===== src/rtl/lab2_stim_ctrl.sv =====
// lab2_stim_ctrl: drives a 2-input gate circuit through the vectors 00, 01, 10 and 11.
// After each vector it waits for the circuit to settle, then samples the synchronized out1.
// It counts samples that disagree with EXPECT, and out1 transitions seen while settling.
module lab2_stim_ctrl #(
  parameter int unsigned SETTLE_CYCLES = 4,
  parameter logic [3:0]  EXPECT        = 4'b1111
) (
  input  logic       clk,
  input  logic       rst,
  input  logic       start,
  input  logic       out1,
  output logic       in1,
  output logic       in2,
  output logic       busy,
  output logic       done,
  output logic [3:0] result,
  output logic [2:0] err_cnt,
  output logic [3:0] glitch_cnt
);

  localparam logic [7:0] SETTLE_LOAD = 8'(SETTLE_CYCLES);

  typedef enum logic [2:0] {
    IDLE,
    APPLY,
    SETTLE,
    SAMPLE,
    DONE
  } state_e;

  state_e     state_q, state_d;
  logic       s1_q, s2_q, s3_q;
  logic [1:0] vec_q, vec_d;
  logic [1:0] stim_q, stim_d;
  logic [7:0] cnt_q, cnt_d;
  logic [3:0] result_q, result_d;
  logic [2:0] err_q, err_d;
  logic [3:0] glitch_q, glitch_d;

  // out1 is asynchronous. Two flops resolve metastability, and a third holds the previous synchronized value for edge detection.
  always_ff @(posedge clk or posedge rst) begin
    if (rst) begin
      s1_q <= 1'b0;
      s2_q <= 1'b0;
      s3_q <= 1'b0;
    end else begin
      s1_q <= out1;
      s2_q <= s1_q;
      s3_q <= s2_q;
    end
  end

  // FSM state register
  always_ff @(posedge clk or posedge rst) begin
    if (rst) begin
      state_q <= IDLE;
    end else begin
      state_q <= state_d;
    end
  end

  // FSM next state: each vector takes one apply cycle, SETTLE_CYCLES settle cycles and one sample cycle
  always_comb begin
    state_d = state_q;
    case (state_q)
      IDLE:    if (start) state_d = APPLY;
      APPLY:   state_d = SETTLE;
      SETTLE:  if (cnt_q <= 8'd1) state_d = SAMPLE;
      SAMPLE:  state_d = (vec_q == 2'd3) ? DONE : APPLY;
      DONE:    state_d = IDLE;
      default: state_d = IDLE;
    endcase
  end

  // FSM outputs decoded purely from the current state
  always_comb begin
    busy = 1'b0;
    done = 1'b0;
    if (state_q != IDLE) busy = 1'b1;
    if (state_q == DONE) done = 1'b1;
  end

  // Datapath next values. Results and counters are cleared only when a run is accepted, so they hold after DONE.
  always_comb begin
    vec_d    = vec_q;
    stim_d   = stim_q;
    cnt_d    = cnt_q;
    result_d = result_q;
    err_d    = err_q;
    glitch_d = glitch_q;
    case (state_q)
      IDLE: begin
        if (start) begin
          vec_d    = 2'd0;
          result_d = 4'd0;
          err_d    = 3'd0;
          glitch_d = 4'd0;
        end
      end
      APPLY: begin
        stim_d = vec_q;
        cnt_d  = SETTLE_LOAD;
      end
      SETTLE: begin
        cnt_d = cnt_q - 8'd1;
        if ((s2_q != s3_q) && (glitch_q != 4'hF)) glitch_d = glitch_q + 4'd1;
      end
      SAMPLE: begin
        result_d[vec_q] = s2_q;
        if (s2_q != EXPECT[vec_q]) err_d = err_q + 3'd1;
        if (vec_q != 2'd3) vec_d = vec_q + 2'd1;
      end
      default: ;
    endcase
  end

  // Datapath registers
  always_ff @(posedge clk or posedge rst) begin
    if (rst) begin
      vec_q    <= 2'd0;
      stim_q   <= 2'd0;
      cnt_q    <= 8'd0;
      result_q <= 4'd0;
      err_q    <= 3'd0;
      glitch_q <= 4'd0;
    end else begin
      vec_q    <= vec_d;
      stim_q   <= stim_d;
      cnt_q    <= cnt_d;
      result_q <= result_d;
      err_q    <= err_d;
      glitch_q <= glitch_d;
    end
  end

  assign in1        = stim_q[1];
  assign in2        = stim_q[0];
  assign result     = result_q;
  assign err_cnt    = err_q;
  assign glitch_cnt = glitch_q;

endmodule


===== config.mk =====
export PLATFORM = sky130hd
export DESIGN_NAME = lab2_stim_ctrl
export DESIGN_NICKNAME = d
export VERILOG_FILES = /design/src/rtl/lab2_stim_ctrl.sv
export SDC_FILE = /design/constraint.sdc
export NUM_CORES = 1
export LEC_CHECK = 0
export ABC_AREA = 1
export CORE_ASPECT_RATIO = 0.9
export CORE_MARGIN = 2
export CORE_UTILIZATION = 49
export CTS_CLUSTER_DIAMETER = 30
export DETAILED_ROUTE_END_ITERATION = 8
export GPL_TIMING_DRIVEN = 1
export HOLD_SLACK_MARGIN = 0.06
export PLACE_DENSITY = 0.76
export SLEW_MARGIN = 10
export SYNTH_ARGS = -nofsm -noshare
export SYNTH_HDL_FRONTEND = slang
export SYNTH_SLANG_ARGS = --single-unit
export TNS_END_PERCENT = 10

===== constraint.sdc =====
create_clock -name clk -period 1.4 [get_ports clk]
set_clock_uncertainty 0.2 [all_clocks]
set_input_delay 0.28 -clock clk [delete_from_list [all_inputs] [get_ports clk]]
set_output_delay 0.28 -clock clk [all_outputs]
set_load 0.01 [all_outputs]

==> parameters.txt <==
Parameter                              Value

Cells and area
  Number of antenna repair diodes ... 0
  Post-Layout Cell Count ... 289
  Storage cell area ... 725.7 um^2
  Net count of the finished layout ... 259
  Layout filler cell count ... 265
  Core Util, Final ... 0.6653
  Fraction of layout instances using a drive strength above 1 ... 0.2672
  Area growth syn-to-layout ... 29.54%
  Total area of multi-input combinational cells ... 778.2 um^2

Timing
  Number of failing hold endpoints at the final stage ... 0
  Share of the clock period used by the worst path ... 1.206
  Achievable frequency ... 0.5922 GHz
  Worst relative slew slack ... 0.8292
  Max-slew violation total from the final report ... 0
  Setup TNS ... -3.331 ns
  Slew at the pin closest to its max-slew limit ... 0.2556 ns
  RSZ-0062 raised after global routing ... true
  Slack of the critical path ... -0.2886 ns
  # setup viols final ... 26
  Fin crit period ... 1.689 ns

Global routing
  Maximum number of pins on one net before global-route repair ... 30
  Initial antenna violation count ... 0
  Wire length of the first global-routing pass ... 5.616 mm
  Via count of the first global-routing pass ... 1,278
  Overall track demand over capacity in global routing ... 0.2056
  Congestion Overflow GR ... 0

Placement
  Count of buffers inserted at the top-level ports ... 18
  DP HPWL ... 2.228 mm
  Cell Count Post-Placement ... 279
  Last weighted congestion value of the routability-driven placer ... 0.7375
  Worst-case setup slack after placement ... -0.3621 ns

Setup path
  Type of element capturing the critical path ... output pin
  Crit start category ... register
  Reg-to-reg critical path startpoint ... state_q[1]
  Crit Path Class ... reg -> out
  Crit path from ... state_q[2]
  Max FO, Critical Path ... 3
  Signal arrival time at the worst endpoint ... 1.21 ns
  CP required ... 0.92 ns
  Worst path bufs/invs ... 2
  Flop2flop setup slack ... -0.17 ns
  Largest delay share family, worst path ... flip-flops
  Slowest stage delay, CP ... 0.43 ns
  Worst-path cell with the longest stage delay ... sky130_fd_sc_hd__dfrtp_1
  Series of cell instances along the critical path ... nor3_4 > inv_1 > buf_2

Logic synthesis
  Cell count after synthesis ... 198
  Share of synthesized cell area in full adder, half adder and majority cells ... 0.06405
  Yosys cell types ... 23
  Proportion of netlist area held by the largest area contributor ... 0.4644
  Commonest register cell after synthesis ... sky130_fd_sc_hd__dfrtp_1
  Synthesized-area fraction occupied by and/or/nand/nor cells ... 0.3683
  Number of enable-type register cells in the synthesized netlist ... 0
  Fraction of registers with async set or reset after synthesis ... 1.000
  Dominant cells by area after synthesis ... sky130_fd_sc_hd__dfrtp_1, sky130_fd_sc_hd__nand2_1, sky130_fd_sc_hd__ha_1
  Avg Inst Size Synth ... 7.893 um^2
  Sequential-to-total area share from yosys stat ... 0.4644
  Leading area contributor after synthesis ... sky130_fd_sc_hd__dfrtp_1
  Mux share of post-synthesis cell area ... 0
  Synth Net Count ... 210
  Netlist area before placement ... 1563 um^2
  Synth Warn # ... 0
  Commonest cells in the synthesized netlist ... sky130_fd_sc_hd__nand2_1, sky130_fd_sc_hd__dfrtp_1, sky130_fd_sc_hd__inv_1
  Most repeated cell in the gate-level netlist after synthesis ... sky130_fd_sc_hd__nand2_1
  Combinational family with the most area after synthesis ... simple AND/OR/NAND/NOR gates
  Post-synthesis compound-gate area fraction ... 0.02642
  Synthesized flop and latch total ... 29
  Xor and xnor area share after synthesis ... 0.01121

Detailed routing
  Router iterations before antenna repair ... 6
  Vias per cell ... 4.865
  Initial drt markers ... 49
  Final wirelength ... 3.168 mm
  Via count ... 1,406
  Remaining DRCs ... 0
  Antenna-violating nets left ... 0
  Routed wire length per instance ... 10.96 um

Die
  Vertical die dimension ... 57.58 um
  Count of boundary I/O pins ... 19
  Effective utilization at floorplan ... 0.5136
  Width of the die ... 63.53 um
  Core outline area ... 3043 um^2
  # rows ... 19
  Die area ... 3658 um^2

Clocking
  Clock latency on the worst-skew pair ... 0.34 ns
  # hold bufs at CTS ... 0
  TritonCTS clock tree ... yes
  Clock-pin slew reported for the worst setup and hold paths after clock tree synthesis ... 0.09 ns
  Number of clock sinks ... 29
  CTS H-tree lvls ... 2
  Root Buffer ... sky130_fd_sc_hd__clkbuf_4
  Number of buffers created by CTS ... 5
  Maximum buffer depth of the clock tree ... 2

Power and ir drop
  VDD IR-drop max ... 0.9466 mV
  Leakage power of the design ... 1.110 nW
  Design Power ... 0.003968 W
  Cell Pwr Density ... 1960 nW/um^2

Outcome
  Failing checks ... negative setup slack
  Result of the run ... complete, but fails checks

Min path
  Type of the worst min-delay path ... in -> async

Run
  Max-cap violations ... 0
power by group:
| group | switching (W) | internal (W) | total [W] | leakage, nW |
|---|---|---|---|---|
| registers | 0.000207 | 0.00110 | 0.00131 | 0.379 |
| clock network | 0.000291 | 0.000236 | 0.000527 | 0.0314 |
| logic | 0.00122 | 0.000916 | 0.00213 | 0.700 |
metrics by stage:
step | hold slack (ns) | cell area, um^2
4_1_cts | 0.06416 | 2001
3_3_place_gp | 0.1396 | 1971
3_5_place_dp | 0.1542 | 1971
5_1_grt | 0.07959 | 2024
2_1_floorplan | 0.1114 | 1565
6_report | 0.06312 | 2024
per-layer routing:
| layer | up-vias | wire (um) | share of wire | global-route usage |
|---|---|---|---|---|
| met2 | 34 | 1417 | 0.45 | 0.3173 |
| met3 | 8 | 164 | 0.052 | 0.05325 |
| met4 | 0 | 76 | 0.024 | 0.1118 |
| met1 | 649 | 1509 | 0.48 | 0.2669 |
| met5 | - | 0 | 0 | 0 |
| li1 | 715 | - | - | - |
registers in the layout, indices dropped and copies added (netlist names), 2 cells and up:
register	cells
cnt_q	8
glitch_cnt	4
result	4
err_cnt	3
state_q	3
stim_q	2
vec_q	2
logic make-up (layout without fill, tap and decap cells):
logic type | count (synthesis) | after routing
XOR/XNOR | 2 | 2
adder cells (fa/ha/maj) | 8 | 8
flip-flops | 29 | 29
AND/OR/NAND/NOR | 124 | 124
buffers and inverters | 27 | 76
AO/OA/AOI/OAI | 8 | 8
layout by cell type (no fill, tap or decap), drive strengths merged:
cell            n
inv            26
nor2           23
nand4           4
o22ai           1
nor3            3
xor2            1
nand2          72
clkdlybuf4s50   3
dfrtp          29
or2             3
nand3b          1
buf            40
ha              8
xnor2           1
nand3          18
o21ai           7
clkbuf          7
layout make-up:
cell class,instances,share of cell area
clock buffer,7,0.02719
inverter,26,0.04944
multi-input combinational,142,0.3844
sequential,29,0.3585
tap,42,0.02596
timing repair buffer,43,0.1545
final timing paths:
path	end	cells after the start
setup / recovery	busy	3
hold / removal	glitch_cnt[0]	3
setup reg to reg	glitch_cnt[3]	7
hold reg to reg	s2_q	0
max in group asynchronous	s3_q	3
min in group clk	s2_q	0
worst register-to-register path, cell delays in order (launching register included):
cell and delay (ns):
sky130_fd_sc_hd__dfrtp_1 0.42, sky130_fd_sc_hd__buf_4 0.14, sky130_fd_sc_hd__buf_6 0.12, sky130_fd_sc_hd__nand2_2 0.07, sky130_fd_sc_hd__nor2_4 0.22, sky130_fd_sc_hd__nand3_4 0.14
sky130_fd_sc_hd__nand3_1 0.09, sky130_fd_sc_hd__nand2_1 0.05
timing repair:
item	CTS	global route
buffers inserted	2	1
resized for setup	72	4
pin swaps	3	2
setup endpoints to repair	37	29
hold endpoints to repair	0	0
Power figures use the tool's default switching activity.
